$ cat config.mk
export PLATFORM = sky130hd
export DESIGN_NAME = stabilizer_row_buffer
export DESIGN_NICKNAME = d
export VERILOG_FILES = /design/src/rtl/stabilizer_row_buffer.sv
export SDC_FILE = /design/constraint.sdc
export NUM_CORES = 1
export LEC_CHECK = 0
export BUFFER_PORTS_ARGS = -buffer_cell sky130_fd_sc_hd__clkbuf_2
export CORE_MARGIN = 2
export CORE_UTILIZATION = 35
export CTS_CLUSTER_SIZE = 25
export DETAILED_ROUTE_END_ITERATION = 16
export PLACE_DENSITY = 0.49
export SYNTH_ARGS = -nofsm -noshare
export SYNTH_HDL_FRONTEND = slang
export SYNTH_SLANG_ARGS = --single-unit
$ cat constraint.sdc
create_clock -name clk -period 2.6 [get_ports clk]
set_input_delay 0.78 -clock clk [delete_from_list [all_inputs] [get_ports clk]]
set_output_delay 0.78 -clock clk [all_outputs]
set_load 0.03 [all_outputs]
$ cat src/rtl/stabilizer_row_buffer.sv
// Stabilizer tableau row buffer: fills num_qubit rows, drains them in write order
// through the bottom-row tap, and supports idle-time row/column rotations.
module stabilizer_row_buffer #(
   parameter int num_qubit  = 4,
   parameter int max_vector = 2**num_qubit
) (
   input  logic                           clk,
   input  logic                           rst,
   input  logic                           in_valid,
   input  logic [2*num_qubit-1:0]         in_literals,
   input  logic [max_vector-1:0]          in_phase,
   output logic                           in_ready,
   output logic                           out_valid,
   input  logic                           out_ready,
   output logic [2*num_qubit-1:0]         out_literals,
   output logic [max_vector-1:0]          out_phase,
   input  logic                           rotate_down,
   input  logic                           rotate_left,
   input  logic                           rotate_right,
   input  logic                           flush,
   output logic [$clog2(num_qubit+1)-1:0] count,
   output logic                           busy,
   output logic                           overflow_err
);
   localparam int CW = $clog2(num_qubit+1);
   localparam logic [CW-1:0] FULL = CW'(num_qubit);
   localparam logic [CW-1:0] ONE  = CW'(1);

   typedef enum logic [1:0] {IDLE, FILL, DRAIN} state_t;

   state_t                                     state_q;
   logic [num_qubit-1:0][num_qubit-1:0][1:0]   lit_q, lit_d;
   logic [num_qubit-1:0][max_vector-1:0]       ph_q, ph_d;
   logic [CW-1:0]                              count_q;
   logic                                       in_ready_q, out_valid_q, busy_q, ovf_q;
   logic                                       wr_en, drain_en, rot_en;

   assign wr_en    = in_valid && in_ready_q && !flush;
   assign drain_en = out_valid_q && out_ready && !flush;
   assign rot_en   = (state_q == IDLE) && !flush && !wr_en;

   // Write, drain and rotate_down share one down-shift; only the row-0 source differs.
   always_comb begin
      lit_d = lit_q;
      ph_d  = ph_q;
      if (wr_en || drain_en || (rot_en && rotate_down)) begin
         lit_d[0] = wr_en ? in_literals : lit_q[num_qubit-1];
         ph_d[0]  = wr_en ? in_phase    : ph_q[num_qubit-1];
         for (int i = 1; i < num_qubit; i++) begin
            lit_d[i] = lit_q[i-1];
            ph_d[i]  = ph_q[i-1];
         end
      end else if (rot_en && rotate_left) begin
         for (int i = 0; i < num_qubit; i++)
            for (int j = 0; j < num_qubit; j++)
               lit_d[i][j] = lit_q[i][(j+1) % num_qubit];
      end else if (rot_en && rotate_right) begin
         for (int i = 0; i < num_qubit; i++)
            for (int j = 0; j < num_qubit; j++)
               lit_d[i][j] = lit_q[i][(j+num_qubit-1) % num_qubit];
      end
   end

   always_ff @(posedge clk) begin
      if (!rst) begin
         state_q     <= IDLE;
         count_q     <= '0;
         lit_q       <= '0;
         ph_q        <= '0;
         in_ready_q  <= 1'b1;
         out_valid_q <= 1'b0;
         busy_q      <= 1'b0;
         ovf_q       <= 1'b0;
      end else begin
         lit_q <= lit_d;
         ph_q  <= ph_d;
         if (in_valid && !in_ready_q)
            ovf_q <= 1'b1;
         if (flush) begin
            state_q     <= IDLE;
            count_q     <= '0;
            in_ready_q  <= 1'b1;
            out_valid_q <= 1'b0;
            busy_q      <= 1'b0;
         end else begin
            case (state_q)
               IDLE, FILL: if (wr_en) begin
                  count_q <= count_q + ONE;
                  busy_q  <= 1'b1;
                  if (count_q + ONE == FULL) begin
                     state_q     <= DRAIN;
                     out_valid_q <= 1'b1;
                     in_ready_q  <= 1'b0;
                  end else begin
                     state_q <= FILL;
                  end
               end
               DRAIN: if (drain_en) begin
                  count_q <= count_q - ONE;
                  if (count_q == ONE) begin
                     state_q     <= IDLE;
                     out_valid_q <= 1'b0;
                     in_ready_q  <= 1'b1;
                     busy_q      <= 1'b0;
                  end
               end
               default: state_q <= IDLE;
            endcase
         end
      end
   end

   assign in_ready     = in_ready_q;
   assign out_valid    = out_valid_q;
   assign busy         = busy_q;
   assign overflow_err = ovf_q;
   assign count        = count_q;
   assign out_literals = lit_q[num_qubit-1];
   assign out_phase    = ph_q[num_qubit-1];
endmodule

==> impl_results.md <==
- Dominant synthesized flop cell: dfxtp_1
- Worst-path clk slew: 0.07 ns
- CP max-delay cell: and3b_1
- TNS Setup: 0 ns
- Post-CTS Resized: 0
- Status: finished, final reports clean
- Tmin final: 2.13 ns
- CTS Root Cell: clkbuf_16
- Met1 Use GR: 19.1%
- Total I/O pin count: 63
- Unrepaired setup endpoints after global routing: false
- Critical Path Source Type: input port
- Final Util: 38.9%
- Hold Path Cell Cnt: 2
- Postcts setup bufs: 0
- Kind of cell adding the most delay to the critical path: simple AND/OR/NAND/NOR gates
- Clock Skew: 0.00726 ns
- Yosys top cell area share: 41.2%
- Critical-path maximum fanout: 16
- Cts hold-fix bufs: 0
- Post-synthesis mux area share: 1.76%
- R2r worst-path depth: 5
- Slew Limit Fails: 0
- Row count: 44
- EDFF count, synth: 0
- LEAKAGE: 0.00212 µW
- Adder-cell share of the synthesized area: 0.980%
- Sequence of cells on the critical path: clkbuf_2 -> and3b_1 -> buf_4 -> nor2_1 -> a2111oi_0
- CP Capture Type: flop
- Delay of the slowest critical-path stage: 0.63 ns
- Max IR drop VDD: 312 µV
- Via density per instance: 5.16
- DIE WIDTH: 125 µm
- Max frequency: 469 MHz
- Final hold vios: 0
- Longest Clk Path Bufs: 2
- Synth cell types: 36
- Pwr per Cell Area: 616 mW/mm²
- Cell with the most instances after synthesis: nand2_1
- Crit path buffers/inverters: 2
- Synth area leader: dfxtp_1
- Initial Util: 35.5%
- Reg-to-Reg Start: state_q[1]$_SDFFE_PP0P_
- Syn-to-layout area delta: 9.46%
- Iter 0 DRT Violations: 340
- # setup viols final: 0
- Netlist Area Pre-Place: 0.00511 mm²
- Flop-to-flop setup slack: 0.58 ns
- Hold slack final: 0.449 ns
- Antenna cells: 0
- Core Area: 0.0144 mm²
- Critical path class: in -> reg
- CTS H-tree lvls: 3
- Post-Syn Area per Cell: 7.97 µm²
- Max_slew headroom: 45.7%
- Antenna Nets Post-Route: 0
- Post-synthesis cell count: 641
- Tcrit/Tclk final: 82.0%
- Global-route usage over all layers: 15.2%
- Drt pass-1 iters: 6
- DP Wirelength: 7230 µm
- Vias in the first global route: 4022
- Post-layout nets: 684
- Simple-Gate Fraction of Synth Area: 20.6%
- DRC errors left: 0
- DRT Wirelength: 11600 µm
- Synth async-reset ratio: 0%
- RePlAce Congestion: 0.799
- First-pass GRT wire length: 19500 µm
- WL/cell: 13.9 µm
- Syn Nets: 677
- DIE AREA: 0.0156 mm²
- Worst min path class: reg -> reg
- Post-synthesis compound-gate area fraction: 25.6%
- Xor/xnor share of the synthesized area: 0.172%
- Overflow after GRT: 0
- Synthesized flop and latch total: 105
- Worst-Margin Slew: 0.814 ns
- Layout cell share with drive strength beyond 1: 15.6%
- Hold Path Sink: ph_q[31]$_SDFFE_PN0P_
- Worst skew pair latency: 0.35 ns
- Register area share after synthesis: 41.2%
- Clock sink total: 105
- RR Endpoint: ph_q[39]$_SDFFE_PN0P_
- MaxCap Viol Count: 0
- Main combinational cell family by area after synthesis: compound AO/OA/AOI/OAI gates
- Port buffer count: 62
- Synthesis Warnings: 0
- WP data arrival: 2.36 ns
- Largest net degree at the start of global routing: 86
- GR Layer Usage met3: 4.51%
- Worst path required time: 2.83 ns
- Synth area leaders: dfxtp_1 (41%), nand2_1 (12%), a21oi_1 (10%), a21boi_1 (7.1%), nand3b_1 (4.9%)
- Post-synth top cells: nand2_1 (167), dfxtp_1 (105), a21oi_1 (102)
- Hold_sp: ph_q[15]$_SDFFE_PN0P_
- Die span in y: 125 µm
- Met2 Use GR: 25.0%
- CTS tree: built
- TritonCTS Buffers: 9
- Initial antenna violation count: 0
- Vias: 4315
- GRT busiest layer: met2
[sequential cells by signal, summed over array words and instances (netlist names)]
name and count:
ph_q 48, lit_q 24, out_phase 16, out_literals 8, count 3, state_q 2
busy 1, in_ready 1, out_valid 1, overflow_err 1
[where the power goes]
group / internal [µW] / total (µW) / switching (µW)
Clock: 687 / 1300 / 615
Combinational: 155 / 400 / 244
Sequential: 1680 / 1740 / 59.8
Total: 2520 / 3440 / 920
[worst min-delay path, delay by kind of cell (launching register included)]
family | cells | cell delay, ns
compound gates | 1 | 0.04
flops | 1 | 0.31
simple gates | 1 | 0.05
[through the flow]
| step | worst slack (ns) | instances | area, µm² | total power, µW |
|---|---|---|---|---|
| final | 0.469 | 837 | 5590 | 3440 |
| after global routing | 0.375 | 837 | 5590 | 3610 |
| after CTS | 0.474 | 837 | 5590 | 3510 |
| after detailed placement | 0.100 | 821 | 5310 | 2180 |
| after global placement | 0.129 | 821 | 5310 | 2170 |
| after floorplan | 0.517 | 641 | 5110 | 2090 |
[worst max path at each step]
stage	start	endpoint	depth (start not counted)
3_3_place_gp	flush	state_q[0]$_SDFFE_PP0P_	5
3_5_place_dp	flush	state_q[0]$_SDFFE_PP0P_	5
4_1_cts	flush	state_q[0]$_SDFFE_PP0P_	5
6_report	flush	state_q[0]$_SDFFE_PP0P_	5
5_1_grt	state_q[1]$_SDFFE_PP0P_	out_phase[6]$_SDFFE_PN0P_	5
2_1_floorplan	flush	lit_q[0]$_SDFFE_PN0P_	6
[cells by family (layout without fill, tap and decap cells)]
family | after synthesis | in the layout
DFF | 105 | 105
muxes | 8 | 8
adders and majority gates | 4 | 4
and+or+nand+nor | 230 | 230
buffers and inverters | 83 | 95
xor gates and xnor gates | 1 | 1
AOI/OAI and AO/OA | 210 | 210
[layer usage]
layer	part of all wire, %	wire (µm)
met4	1.4	164
met2	47	5480
met5	0	0
met3	4.6	538
met1	47	5410
[area by class of cell]
type	count	area [µm²]
inverter	4	15.0
sequential	105	2100
tap	184	230
clock inverter	4	33.8
clock buffer	12	246
fill	1468	8780
timing repair buffer	75	445
multi-input combinational	453	2520
[placed cells by master, fill, tap and decap left out, drive strengths merged, types with 2 or more instances in the layout]
cell / count
a21boi: 48
a21o: 2
a21oi: 102
buf: 13
clkbuf: 74
dfxtp: 105
ha: 4
inv: 7
mux2: 8
nand2: 167
nand2b: 2
nand3: 16
nand3b: 33
nor2: 4
nor2b: 2
o211a: 16
o21ai: 32
o21bai: 2
Power figures use the tool's default switching activity.
